### config.mk
export PLATFORM = sky130hd
export DESIGN_NAME = acc_burst_stager
export DESIGN_NICKNAME = d
export VERILOG_FILES = /design/src/rtl/acc_burst_stager.sv
export SDC_FILE = /design/constraint.sdc
export NUM_CORES = 1
export LEC_CHECK = 0
export BUFFER_PORTS_ARGS = -buffer_cell sky130_fd_sc_hd__buf_2
export CORE_MARGIN = 5
export CORE_UTILIZATION = 35
export CTS_CLUSTER_DIAMETER = 80
export DETAILED_ROUTE_END_ITERATION = 10
export GPL_ROUTABILITY_DRIVEN = 0
export PLACE_DENSITY = 0.49
export SLEW_MARGIN = 20
export SYNTH_ARGS = -nofsm -noshare
export SYNTH_HDL_FRONTEND = slang
export SYNTH_SLANG_ARGS = --single-unit
### constraint.sdc
create_clock -name wb_clk_i -period 6.1 [get_ports wb_clk_i]
set_input_delay 0 -clock wb_clk_i [delete_from_list [all_inputs] [get_ports wb_clk_i]]
set_output_delay 0 -clock wb_clk_i [all_outputs]
set_load 0.01 [all_outputs]
### src/rtl/acc_burst_stager.sv
// acc_burst_stager: elastic FIFO between the accelerator result stream and the
// DMA ACC input. Buffers results, requests a burst once BURST words are held
// (or on flush), and after grant streams the burst as gap-free valid beats.
module acc_burst_stager #(
  parameter int DATA_WIDTH = 32,
  parameter int DEPTH      = 8,   // power of two, >= BURST
  parameter int BURST      = 4
) (
  input  logic                          wb_clk_i,
  input  logic                          wb_rst_i,
  input  logic                          acc_valid_i,
  input  logic [DATA_WIDTH-1:0]         acc_data_i,
  output logic                          acc_ready_o,
  input  logic                          flush_i,
  output logic                          dma_burst_req_o,
  output logic [$clog2(BURST+1)-1:0]    dma_burst_len_o,
  input  logic                          dma_burst_gnt_i,
  output logic                          acc_data_valid_o,
  output logic [DATA_WIDTH-1:0]         acc_data_o,
  output logic                          burst_done_o,
  output logic [$clog2(DEPTH+1)-1:0]    level_o
);

  localparam int PW = $clog2(DEPTH);
  localparam int CW = $clog2(DEPTH + 1);
  localparam int LW = $clog2(BURST + 1);

  localparam logic [CW-1:0] DEPTH_C = CW'(DEPTH);
  localparam logic [CW-1:0] BURST_C = CW'(BURST);
  localparam logic [LW-1:0] BURST_L = LW'(BURST);
  localparam logic [LW-1:0] ONE_L   = LW'(1);

  typedef enum logic [1:0] {
    ST_IDLE = 2'd0,
    ST_REQ  = 2'd1,
    ST_SEND = 2'd2
  } state_t;

  state_t                state_q, state_d;
  logic [PW-1:0]         wr_ptr_q, rd_ptr_q;
  logic [CW-1:0]         count_q, count_d;
  logic [LW-1:0]         len_q, len_d;
  logic [LW-1:0]         beat_q, beat_d;
  logic                  flush_pend_q, flush_pend_d;
  logic                  valid_q, valid_d;
  logic                  done_q, done_d;
  logic [DATA_WIDTH-1:0] data_q;
  logic                  push, pop, pend_eff;

  logic [DATA_WIDTH-1:0] mem [DEPTH];

  // Ready comes only from the registered count, so a same-cycle pop never
  // reopens a full FIFO.
  assign acc_ready_o      = (count_q < DEPTH_C);
  assign push             = acc_valid_i && acc_ready_o;
  assign pend_eff         = flush_pend_q || flush_i;

  assign dma_burst_req_o  = (state_q == ST_REQ);
  assign dma_burst_len_o  = len_q;
  assign acc_data_valid_o = valid_q;
  assign acc_data_o       = data_q;
  assign burst_done_o     = done_q;
  assign level_o          = count_q;

  // Next-state and burst control; every pop happens in SEND, one per cycle.
  always_comb begin
    state_d      = state_q;
    len_d        = len_q;
    beat_d       = beat_q;
    flush_pend_d = pend_eff;
    valid_d      = 1'b0;
    done_d       = 1'b0;
    pop          = 1'b0;
    unique case (state_q)
      ST_IDLE: begin
        if (count_q >= BURST_C) begin
          // Full burst wins over a pending flush; a full burst that empties
          // the FIFO satisfies the flush too.
          len_d   = BURST_L;
          beat_d  = BURST_L;
          state_d = ST_REQ;
          if (count_q == BURST_C) flush_pend_d = 1'b0;
        end else if (pend_eff && (count_q != '0)) begin
          len_d        = count_q[LW-1:0];
          beat_d       = count_q[LW-1:0];
          flush_pend_d = 1'b0;
          state_d      = ST_REQ;
        end else if (count_q == '0) begin
          flush_pend_d = 1'b0;
        end
      end
      ST_REQ: begin
        if (dma_burst_gnt_i) state_d = ST_SEND;
      end
      ST_SEND: begin
        pop     = 1'b1;
        valid_d = 1'b1;
        beat_d  = beat_q - ONE_L;
        if (beat_q == ONE_L) begin
          done_d  = 1'b1;
          state_d = ST_IDLE;
        end
      end
      default: state_d = ST_IDLE;
    endcase
  end

  // Occupancy: push and pop in the same cycle cancel out.
  always_comb begin
    count_d = count_q;
    if (push && !pop)      count_d = count_q + CW'(1);
    else if (!push && pop) count_d = count_q - CW'(1);
  end

  // Control and pointer registers.
  always_ff @(posedge wb_clk_i) begin
    if (wb_rst_i) begin
      state_q      <= ST_IDLE;
      wr_ptr_q     <= '0;
      rd_ptr_q     <= '0;
      count_q      <= '0;
      len_q        <= '0;
      beat_q       <= '0;
      flush_pend_q <= 1'b0;
      valid_q      <= 1'b0;
      done_q       <= 1'b0;
    end else begin
      state_q      <= state_d;
      count_q      <= count_d;
      len_q        <= len_d;
      beat_q       <= beat_d;
      flush_pend_q <= flush_pend_d;
      valid_q      <= valid_d;
      done_q       <= done_d;
      if (push) wr_ptr_q <= wr_ptr_q + PW'(1);
      if (pop)  rd_ptr_q <= rd_ptr_q + PW'(1);
    end
  end

  // Storage array, written on accepted pushes.
  always_ff @(posedge wb_clk_i) begin
    if (push) mem[wr_ptr_q] <= acc_data_i;
  end

  // Registered read; data holds its last value between bursts.
  always_ff @(posedge wb_clk_i) begin
    if (wb_rst_i)  data_q <= '0;
    else if (pop)  data_q <= mem[rd_ptr_q];
  end

endmodule

==> metrics.txt, run 1 <==
status=finished, final reports clean; Power Density=380.2 nW/um2; Nets=775; average size of a mapped cell=19.65 um2; setup bufs post-CTS=0; overall routing resource usage=0.1389; async set or reset register ratio after synthesis=0; I/O Buffers=79; vias per cell=4.871; Layout Cells excl Fill=1204; Boundary Pins=80; min Tclk post-route=3.187 ns; Hold WC Path Type=in2reg; ordered list of cells on the worst path=and2b_2, inv_1, ha_1, inv_1, ha_1, a21oi_1, a211oi_1, a31oi_1, mux2_1; min-delay src=acc_valid_i; Max Clk Rate=313.8 MHz; CTS max path bufs=3; CTS Buf Count=34; chip height=193.4 um; Synth Register Bits=309; post-route setup TNS=0 ns; Num Clock Sinks=309; max-slew violation count=0; Synth area leader=edfxtp_1; RR Startpoint=state_q[0]; number of gates resized after CTS=0; slowest CP cell=and2b_2; CP endpoint kind=flip-flop; dpl cells=1108; initial antenna violation count=0; largest net degree at the start of global routing=67; Final Cycle Share=0.5224; ant diodes=0; Peak VDD IR=0.1898 mV; Hold Vio Cnt, Final=0; Total Wirelength=25830 um; share of the synthesized area in the top cell type=0.6530; Netlist cell types=43; first drt pass iteration count=5; Die Span X=193.4 um; max incr delay on CP=0.91 ns; DRC viols=0; Mapped Cells=599; Worst slew margin=0.2958; slew of the pin with the lowest slew margin=1.056 ns; met2 Use GR=0.2432; global route overflow=0; syn_nets=644; Top delay family on crit path=simple AND/OR/NAND/NOR gates; share of cells above drive strength 1=0.3558; Worst-path clk slew=0.06 ns; part of the Yosys area used for sequential elements=0.7431; GRT busiest layer=met2; commonest non-fill, non-tap cells in the layout=edfxtp_1 (256), buf_2 (79), mux4_2 (61); Max Cap Viol=0; wire per inst=21.46 um; worst r2r path cells=9; Post-DRT Antenna Nets=0; Reg2Reg Setup Slack=2.91 ns; Worst Hold Path EP=wr_ptr_q[0]; CP Class=reg2reg; global routing usage on met3=0.02540; Main synth FF type=edfxtp_1; CTS root buffer=clkbuf_16; core area=33360 um2; Synth area leaders=edfxtp_1 (65%), mux4_2 (12%), dfxtp_1 (9.0%), o22ai_2 (2.7%), nor3_2 (2.1%); worst hold path depth=4; Crit Path Max Fanout=41; hold_buf cts=34; Leakage=0.004656 uW; Rows=67; Initial Util=0.3528; total power=5360 uW; RSZ-0062 raised after global routing=no; DP HPWL=14320 um; Ys Warns=0; Worst EP required=6.48 ns; H-tree level count=2; Worst-Skew Late Latency=0.50 ns; Setup crit start kind=flip-flop; RR Endpoint=level_o[3]; mapped cell area=11770 um2; # setup viols final=0; Die ar.=37400 um2; TritonCTS clock tree=done; first-pass GRT wire length=40160 um; GR Util met1=0.1805; worst path buffer plus inverter count=2; First DRT Iteration DRCs=292; CP arrival=3.57 ns; Setup Skew=0.01146 ns; Layout area overhead=19.77%; commonest non-fill, non-tap cell in the layout=edfxtp_1; Post-synth EDFFs=256; Via Count=5865; number of global-route vias before repair=6469
[kinds of logic (layout without fill, tap and decap cells)]
| group | count (synthesis) | count (layout) | share of synthesized area |
|---|---|---|---|
| AO/OA/AOI/OAI | 52 | 52 | 0.04060 |
| multiplexers | 67 | 67 | 0.1261 |
| XOR/XNOR | 6 | 6 | 0.004465 |
| buffers and inverters | 37 | 194 | 0.02051 |
| flip-flops | 309 | 309 | 0.7431 |
| adder cells (fa/ha/maj) | 8 | 8 | 0.009140 |
| AND/OR/NAND/NOR | 120 | 120 | 0.05612 |
[worst register-to-register path, stage by stage, from the launching register on]
cell and delay, ns:
dfxtp_1 0.32, and2b_2 0.91, inv_1 0.32, ha_1 0.30, inv_1 0.13, ha_1 0.29
a21oi_1 0.19, a211oi_1 0.10, a31oi_1 0.18, mux2_1 0.35
[where the power goes]
part | internal [uW] | switching, uW | total (uW)
clock | 1160 | 788 | 1950
combinational | 358 | 459 | 818
sequential | 2480 | 116 | 2590
[registers in the layout, indices dropped and copies added, names as in the netlist, 2 cells and up]
signal	count
beat_q	3
wr_ptr_q	3
state_q	2
rd_ptr_q	3
dma_burst_len_o	3
acc_data_o	32
level_o	4
mem	256
[how the worst max path moves through the flow]
stage / startpoint / cells past startpoint / slack, ns / endpoint
2_1_floorplan: level_o[3] / 4 / 2.59 / mem[0][0]
3_3_place_gp: state_q[0] / 9 / 2.95 / level_o[3]
3_5_place_dp: state_q[0] / 9 / 2.88 / level_o[3]
4_1_cts: state_q[0] / 9 / 2.86 / level_o[3]
5_1_grt: state_q[0] / 9 / 2.57 / level_o[3]
6_report: state_q[0] / 9 / 2.91 / level_o[3]
[metal layers]
layer / wire (um) / part of all wire / vias to the layer above
met4: 433 / 0.017 / 0
met1: 10870 / 0.42 / 3045
met5: 0 / 0 / -
met2: 13440 / 0.52 / 119
met3: 1088 / 0.042 / 33
li1: - / - / 2668
[area by class of cell]
type | instances | area (um2)
multi-input combinational | 253 | 2844
sequential | 309 | 8756
clock inverter | 17 | 110.1
fill | 3023 | 19260
inverter | 5 | 18.77
clock buffer | 45 | 969.7
timing repair buffer | 127 | 840.8
tap | 448 | 560.5
[synthesized netlist by cell type, types with 3 or more instances]
cell and number:
dfxtp_1 53, nor2_1 56, nor3_2 25, nand2b_1 6, clkbuf_1 10, mux4_2 61
ha_1 7, buf_8 3, o22ai_1 7, o22ai_2 25, xnor2_1 3, mux4_1 3
nand2_1 12, edfxtp_1 256, a21oi_1 10, buf_2 11, nor3_1 10, xor2_1 3
inv_1 5
[per-stage QoR]
stage | worst slack, ns | hold slack, ns | area (um2) | util
after detailed placement | 2.884 | 0.2725 | 12680 | 0.3800
final | 2.913 | 0.06287 | 14100 | 0.4226
after CTS | 2.861 | 0.04338 | 14100 | 0.4226
after global placement | 2.953 | 0.2565 | 12680 | 0.3800
after global routing | 2.567 | 0.06790 | 14100 | 0.4226
after floorplan | 2.588 | 0.09887 | 11770 | -
Note: power is estimated with default switching activity, not from simulation.
==> inputs of run 2 (changes only) <==
--- a/config.mk
+++ b/config.mk
@@ -11,7 +11,7 @@
 export CTS_CLUSTER_DIAMETER = 80
 export DETAILED_ROUTE_END_ITERATION = 10
 export GPL_ROUTABILITY_DRIVEN = 0
-export PLACE_DENSITY = 0.49
+export PLACE_DENSITY = 0.51
 export SLEW_MARGIN = 20
 export SYNTH_ARGS = -nofsm -noshare
 export SYNTH_HDL_FRONTEND = slang
==> constraint.sdc (replaced) <==
create_clock -name wb_clk_i -period 2.72 [get_ports wb_clk_i]
set_input_delay 0 -clock wb_clk_i [delete_from_list [all_inputs] [get_ports wb_clk_i]]
set_output_delay 0 -clock wb_clk_i [all_outputs]
set_load 0.01 [all_outputs]
==> metrics.txt, run 2 (same netlist as run 1, synthesis figures left out) <==
Die ar.=37400 um2 (unchanged); Worst EP required=3.11 ns (was 6.48 ns); Hold Vio Cnt, Final=0 (unchanged); CP arrival=2.72 ns (was 3.57 ns); CP endpoint kind=flip-flop (unchanged); core area=33360 um2 (unchanged); DRC viols=0 (unchanged); First DRT Iteration DRCs=313 (was 292); global route overflow=0 (unchanged); RSZ-0062 raised after global routing=no (unchanged); CTS root buffer=clkbuf_16 (unchanged); H-tree level count=2 (unchanged); Most flops, register=mem (unchanged); I/O Buffers=79 (unchanged); Boundary Pins=80 (unchanged); Die Span X=193.4 um (unchanged); status=finished, final reports clean (unchanged); final hold slack=0.05181 ns (was 0.06287 ns); Nets=784 (was 775); max incr delay on CP=0.34 ns (was 0.91 ns); worst path buffer plus inverter count=2 (unchanged); final setup margin=0.3872 ns (was 2.913 ns); overall routing resource usage=0.1362 (was 0.1389); ant diodes=0 (unchanged); Initial Util=0.3528 (unchanged); Post-DRT Antenna Nets=0 (unchanged); CTS Buf Count=34 (unchanged); commonest non-fill, non-tap cells in the layout=edfxtp_1 (256), buf_2 (79), mux4_2 (61) (unchanged); Worst-Skew Late Latency=0.52 ns (was 0.50 ns); Leakage=0.004711 uW (was 0.004656 uW); Power Density=846.6 nW/um2 (was 380.2 nW/um2); Max Clk Rate=428.7 MHz (was 313.8 MHz); number of global-route vias before repair=6369 (was 6469); Worst-path clk slew=0.06 ns (about the same); Top delay family on crit path=adder cells (was simple AND/OR/NAND/NOR gates); pre-CTS setup slack=0.4032 ns (was 2.884 ns); min-delay src=wb_rst_i (was acc_valid_i); min Tclk post-route=2.333 ns (was 3.187 ns); Crit Path Max Fanout=7 (was 41); vias per cell=4.894 (was 4.871); Total Wirelength=25520 um (was 25830 um); Setup crit start kind=flip-flop (unchanged); wire per inst=21.04 um (was 21.46 um); setup bufs post-CTS=0 (unchanged); final core occ=0.4278 (was 0.4226); slew of the pin with the lowest slew margin=0.7787 ns (was 1.056 ns); first-pass GRT wire length=39250 um (was 40160 um); Via Count=5937 (was 5865); slowest CP cell=dfxtp_1 (was and2b_2); Rows=67 (unchanged); max-slew violation count=0 (unchanged); Layout Cells excl Fill=1213 (was 1204); Final Cycle Share=0.8577 (was 0.5224); largest net degree at the start of global routing=41 (was 67); Layout area overhead=21.23% (was 19.77%); TritonCTS clock tree=done (unchanged); initial antenna violation count=0 (unchanged); commonest non-fill, non-tap cell in the layout=edfxtp_1 (unchanged); max reg flops=256 (unchanged); Peak VDD IR=0.3229 mV (was 0.1898 mV); DP HPWL=14320 um (about the same); Reg2Reg Setup Slack=0.39 ns (was 2.91 ns); Num Clock Sinks=309 (unchanged); Setup Skew=0.01490 ns (was 0.01146 ns); Hold WC Path Type=in2reg (unchanged); CP Class=reg2reg (unchanged); share of cells above drive strength 1=0.3556 (was 0.3558); first drt pass iteration count=4 (was 5); Max Cap Viol=0 (unchanged); # setup viols final=0 (unchanged); CTS max path bufs=3 (unchanged); ordered list of cells on the worst path=and2b_2, inv_1, ha_1, inv_1, ha_1, a21oi_1, a211oi_1, a31oi_1, mux2_1 (unchanged); RR Startpoint=state_q[0] (unchanged); chip height=193.4 um (unchanged); Worst Setup SP=state_q[0] (unchanged); dpl cells=1117 (was 1108); post-route setup TNS=0 ns (unchanged); Worst slew margin=0.4809 (was 0.2958)
run 2: layer usage:
layer | vias up | share of wire | track usage | wire length [um]
met4 | 0 | 0.018 | 0.03672 | 461
met1 | 3106 | 0.45 | 0.1859 | 11450
met3 | 32 | 0.033 | 0.02627 | 840
met2 | 108 | 0.50 | 0.2256 | 12770
li1 | 2691 | - | - | -
met5 | - | 0 | 0 | 0
run 2: power breakdown:
| part | internal (uW) | total, uW | switching [uW] | leakage, uW |
|---|---|---|---|---|
| logic | 849 | 1900 | 1050 | 0.00144 |
| registers | 5550 | 5790 | 243 | 0.00275 |
| clock network | 2600 | 4390 | 1780 | 0.000520 |
run 2: stage by stage:
stage	area, um2	total power (uW)
5_1_grt	14270	12680
3_5_place_dp	12860	7803
6_report	14270	12080
3_3_place_gp	12860	7747
4_1_cts	14270	12290
2_1_floorplan	11780	7145
run 2: layout make-up:
class	count	area [um2]
Fill cell	2980	19090
Clock inverter	9	88.84
Multi-Input combinational cell	253	2856
Inverter	5	18.77
Clock buffer	53	983.4
Sequential cell	309	8756
Tap cell	448	560.5
Timing Repair Buffer	136	1008
run 2: final timing paths:
kind,endpoint,cells after the start
max reg2reg,level_o[3],9
min reg2reg,dma_burst_len_o[0],2
max,level_o[3],9
min,level_o[2],2
run 2: repair_timing:
item,CTS,global route
gates resized for setup,0,0
endpoints found under the hold margin,261,0
hold buffers,34,0
==> inputs of run 3 (changes only) <==
--- a/config.mk
+++ b/config.mk
@@ -5,6 +5,7 @@
 export SDC_FILE = /design/constraint.sdc
 export NUM_CORES = 1
 export LEC_CHECK = 0
+export ABC_AREA = 1
 export BUFFER_PORTS_ARGS = -buffer_cell sky130_fd_sc_hd__buf_2
 export CORE_MARGIN = 5
 export CORE_UTILIZATION = 35
==> constraint.sdc (replaced) <==
create_clock -name wb_clk_i -period 2.72 [get_ports wb_clk_i]
set_input_delay 0 -clock wb_clk_i [delete_from_list [all_inputs] [get_ports wb_clk_i]]
set_output_delay 0 -clock wb_clk_i [all_outputs]
set_load 0.005 [all_outputs]
==> metrics.txt, run 3 <==
status=finished, final reports clean (unchanged); vias per cell=4.496 (was 4.894); CP endpoint kind=flip-flop (unchanged); Boundary Pins=80 (unchanged); number of gates resized after CTS=0 (unchanged); Crit Path Max Fanout=6 (was 7); part of the power in combinational logic=0.180 (was 0.157); Post-synth EDFFs=256 (unchanged); met3 WL=1331 um (was 840 um); Sequential Power Share=0.445 (was 0.479); average size of a mapped cell=9.975 um2 (was 19.65 um2); most common library cells after synthesis=nand2_1 (323), inv_1 (281), edfxtp_1 (256) (was edfxtp_1 (256), mux4_2 (61), nor2_1 (56)); mux cell area share after synthesis=0 (was 0.1260); syn_nets=1348 (was 644); clock power share=0.375 (was 0.363); Final Cycle Share=0.7678 (was 0.8577); commonest non-fill, non-tap cell in the layout=nand2_1 (was edfxtp_1); Setup Skew=0.01385 ns (was 0.01490 ns); Top delay family on crit path=simple AND/OR/NAND/NOR gates (was adder cells); first-pass GRT wire length=47890 um (was 39250 um); Levels on crit path=12 (was 9); Reg2Reg Setup Slack=0.63 ns (was 0.39 ns); most common cell in the netlist=nand2_1 (was edfxtp_1); Most flops, register=mem (unchanged); Synth area leader=edfxtp_1 (unchanged); TritonCTS clock tree=done (unchanged); commonest non-fill, non-tap cells in the layout=nand2_1 (323), inv_1 (280), edfxtp_1 (256) (was edfxtp_1 (256), buf_2 (79), mux4_2 (61)); Worst-path clk slew=0.06 ns (about the same); post-route setup TNS=0 ns (unchanged); dpl cells=1811 (was 1117); total power=12780 uW (was 12080 uW); wire per inst=15.62 um (was 21.04 um); I/O Buffers=79 (unchanged); Layout area overhead=19.94% (was 21.23%); hold_buf cts=37 (was 34); Top Metal Used=met4 (unchanged); Main synth FF type=edfxtp_1 (unchanged); initial antenna violation count=0 (unchanged); CP arrival=2.55 ns (was 2.72 ns); max incr delay on CP=0.41 ns (was 0.34 ns); CP Class=reg2reg (unchanged); worst r2r path cells=12 (was 9); complex-gate fraction of the synthesized area=0.03504 (was 0.04060); DRC viols=0 (unchanged); First DRT Iteration DRCs=434 (was 313); Worst Setup SP=level_o[3] (was state_q[0]); main combinational cell family by area after synthesis=simple AND/OR/NAND/NOR gates (was multiplexers); CTS Buf Count=37 (was 34); adder-cell share of the synthesized area=0.008279 (was 0.009140); number of global-route vias before repair=8581 (was 6369); worst path buffer plus inverter count=3 (was 2); # setup viols final=0 (unchanged); global route overflow=0 (unchanged); Hold WC Path Type=in2reg (unchanged); internal power=9164 uW (was 9003 uW); P_sw=3616 uW (was 3080 uW); Synth Register Bits=309 (unchanged); share of cells above drive strength 1=0.1209 (was 0.3556); ant diodes=0 (unchanged); H-tree level count=2 (unchanged); ordered list of cells on the worst path=inv_1, nand2_1, inv_1, ha_1, inv_1, ha_1, or2_2, nand2_1, nand2_1, nand2_1, nand2_1, a21oi_1 (was and2b_2, inv_1, ha_1, inv_1, ha_1, a21oi_1, a211oi_1, a31oi_1, mux2_1); share of the synthesized area in the top cell type=0.5915 (was 0.6530); RR Endpoint=level_o[3] (unchanged); slowest CP cell=dfxtp_1 (unchanged); metal2 WL=13770 um (was 12770 um); Worst slew margin=0.5577 (was 0.4809); core area=36610 um2 (was 33360 um2); max-slew violation count=0 (unchanged); Power Density=819.8 nW/um2 (was 846.6 nW/um2); chip height=202.7 um (was 193.4 um); Max Cap Viol=0 (unchanged); Die ar.=41090 um2 (was 37400 um2); RSZ-0062 raised after global routing=no (unchanged); Layout Cells excl Fill=1915 (was 1213); async set or reset register ratio after synthesis=0 (unchanged); Setup crit end=level_o[3] (unchanged); Hold Vio Cnt, Final=0 (unchanged); max reg flops=256 (unchanged); Ys Warns=0 (unchanged); CTS max path bufs=3 (unchanged); DRT met1 WL=14220 um (was 11450 um); DP HPWL=16570 um (was 14320 um); xor/xnor share of the synthesized area=0.0006739 (was 0.004464); Die Span X=202.7 um (was 193.4 um); Synth area leaders=edfxtp_1 (59%), nand2_1 (9.3%), dfxtp_1 (8.2%), inv_1 (8.1%), nand3_1 (7.5%) (was edfxtp_1 (65%), mux4_2 (12%), dfxtp_1 (9.0%), o22ai_2 (2.7%), nor3_2 (2.1%)); Netlist cell types=21 (was 43); slew of the pin with the lowest slew margin=0.6635 ns (was 0.7787 ns); CTS root buffer=clkbuf_16 (unchanged); Total Wirelength=29910 um (was 25520 um); Via Count=8609 (was 5937); switching part of the total power=0.2829 (was 0.2549); setup bufs post-CTS=0 (unchanged); largest net degree at the start of global routing=130 (was 41); Nets=1464 (was 784); Max Clk Rate=478.8 MHz (was 428.7 MHz); overall routing resource usage=0.1479 (was 0.1362); Setup crit start kind=flip-flop (unchanged); Peak VDD IR=0.3356 mV (was 0.3229 mV); Post-DRT Antenna Nets=0 (unchanged); most frequent cell on the critical path=nand2_1; Rows=70 (was 67); RR Startpoint=level_o[3] (was state_q[0]); first drt pass iteration count=4 (unchanged); Post-Synth Simple-Gate Area=0.1795 (was 0.05612); part of the Yosys area used for sequential elements=0.6731 (was 0.7431); Leakage=0.006874 uW (was 0.004711 uW); Num Clock Sinks=309 (unchanged); Worst EP required=3.18 ns (was 3.11 ns); min Tclk post-route=2.088 ns (was 2.333 ns); Worst-Skew Late Latency=0.53 ns (was 0.52 ns); Initial Util=0.3550 (was 0.3528); mapped cell area=13000 um2 (was 11770 um2); Mapped Cells=1303 (was 599)
-- run 3: final cells by class --
cell class	instances	area (um2)
tap	468	585.6
clock buffer	41	962.2
inverter	283	1064
multi-input combinational	650	2965
clock inverter	26	227.7
timing repair buffer	138	1031
sequential	309	8753
fill	3529	21020
-- run 3: worst reg2reg max path: stages (launching register included) --
cell	delay, ns
dfxtp_1	0.41
inv_1	0.09
nand2_1	0.16
inv_1	0.12
ha_1	0.22
inv_1	0.13
ha_1	0.27
or2_2	0.31
nand2_1	0.07
nand2_1	0.05
nand2_1	0.05
nand2_1	0.04
a21oi_1	0.11
-- run 3: cell families after synthesis --
family / Yosys count
xor+xnor: 1
fa+ha+maj: 8
flops: 309
compound gates: 90
buf+inv: 344
simple gates: 551
-- run 3: worst min path at each step --
stage                   start         end  cells past startpoint
3_3_place_gp   acc_data_i[28]  mem[7][28]                      1
3_5_place_dp   acc_data_i[28]  mem[5][28]                      1
5_1_grt        acc_data_i[28]  mem[2][28]                      2
4_1_cts        acc_data_i[30]  mem[7][30]                      2
6_report       acc_data_i[30]  mem[5][30]                      2
2_1_floorplan   acc_data_i[0]   mem[0][0]                      0
-- run 3: power by group through the flow --
| stage | Sequential, uW | Combinational [uW] | Clock, uW |
|---|---|---|---|
| CTS | 5690 | 2350 | 4930 |
| detailed placement | 5790 | 2290 | 0 |
| floorplan | 5780 | 1470 | 0 |
| global route | 5730 | 2630 | 5140 |
| global placement | 5780 | 2270 | 0 |
| finish | 5690 | 2300 | 4790 |
-- run 3: per-stage QoR --
stage	hold WS, ns	area, um2	utilization	setup WS (ns)
4_1_cts	0.2418	15590	0.4258	0.6135
5_1_grt	0.2690	15590	0.4258	0.3770
3_3_place_gp	0.2782	14030	0.3832	0.7100
3_5_place_dp	0.2804	14030	0.3832	0.6529
6_report	0.2791	15590	0.4258	0.6316
2_1_floorplan	0.09887	13000	-	0.1664
-- run 3: metal layers --
metal / GRT usage / up-vias
li1: - / 4402
met5: 0 / -
met4: 0.04947 / 0
met2: 0.2408 / 154
met1: 0.2009 / 4013
met3: 0.02699 / 40
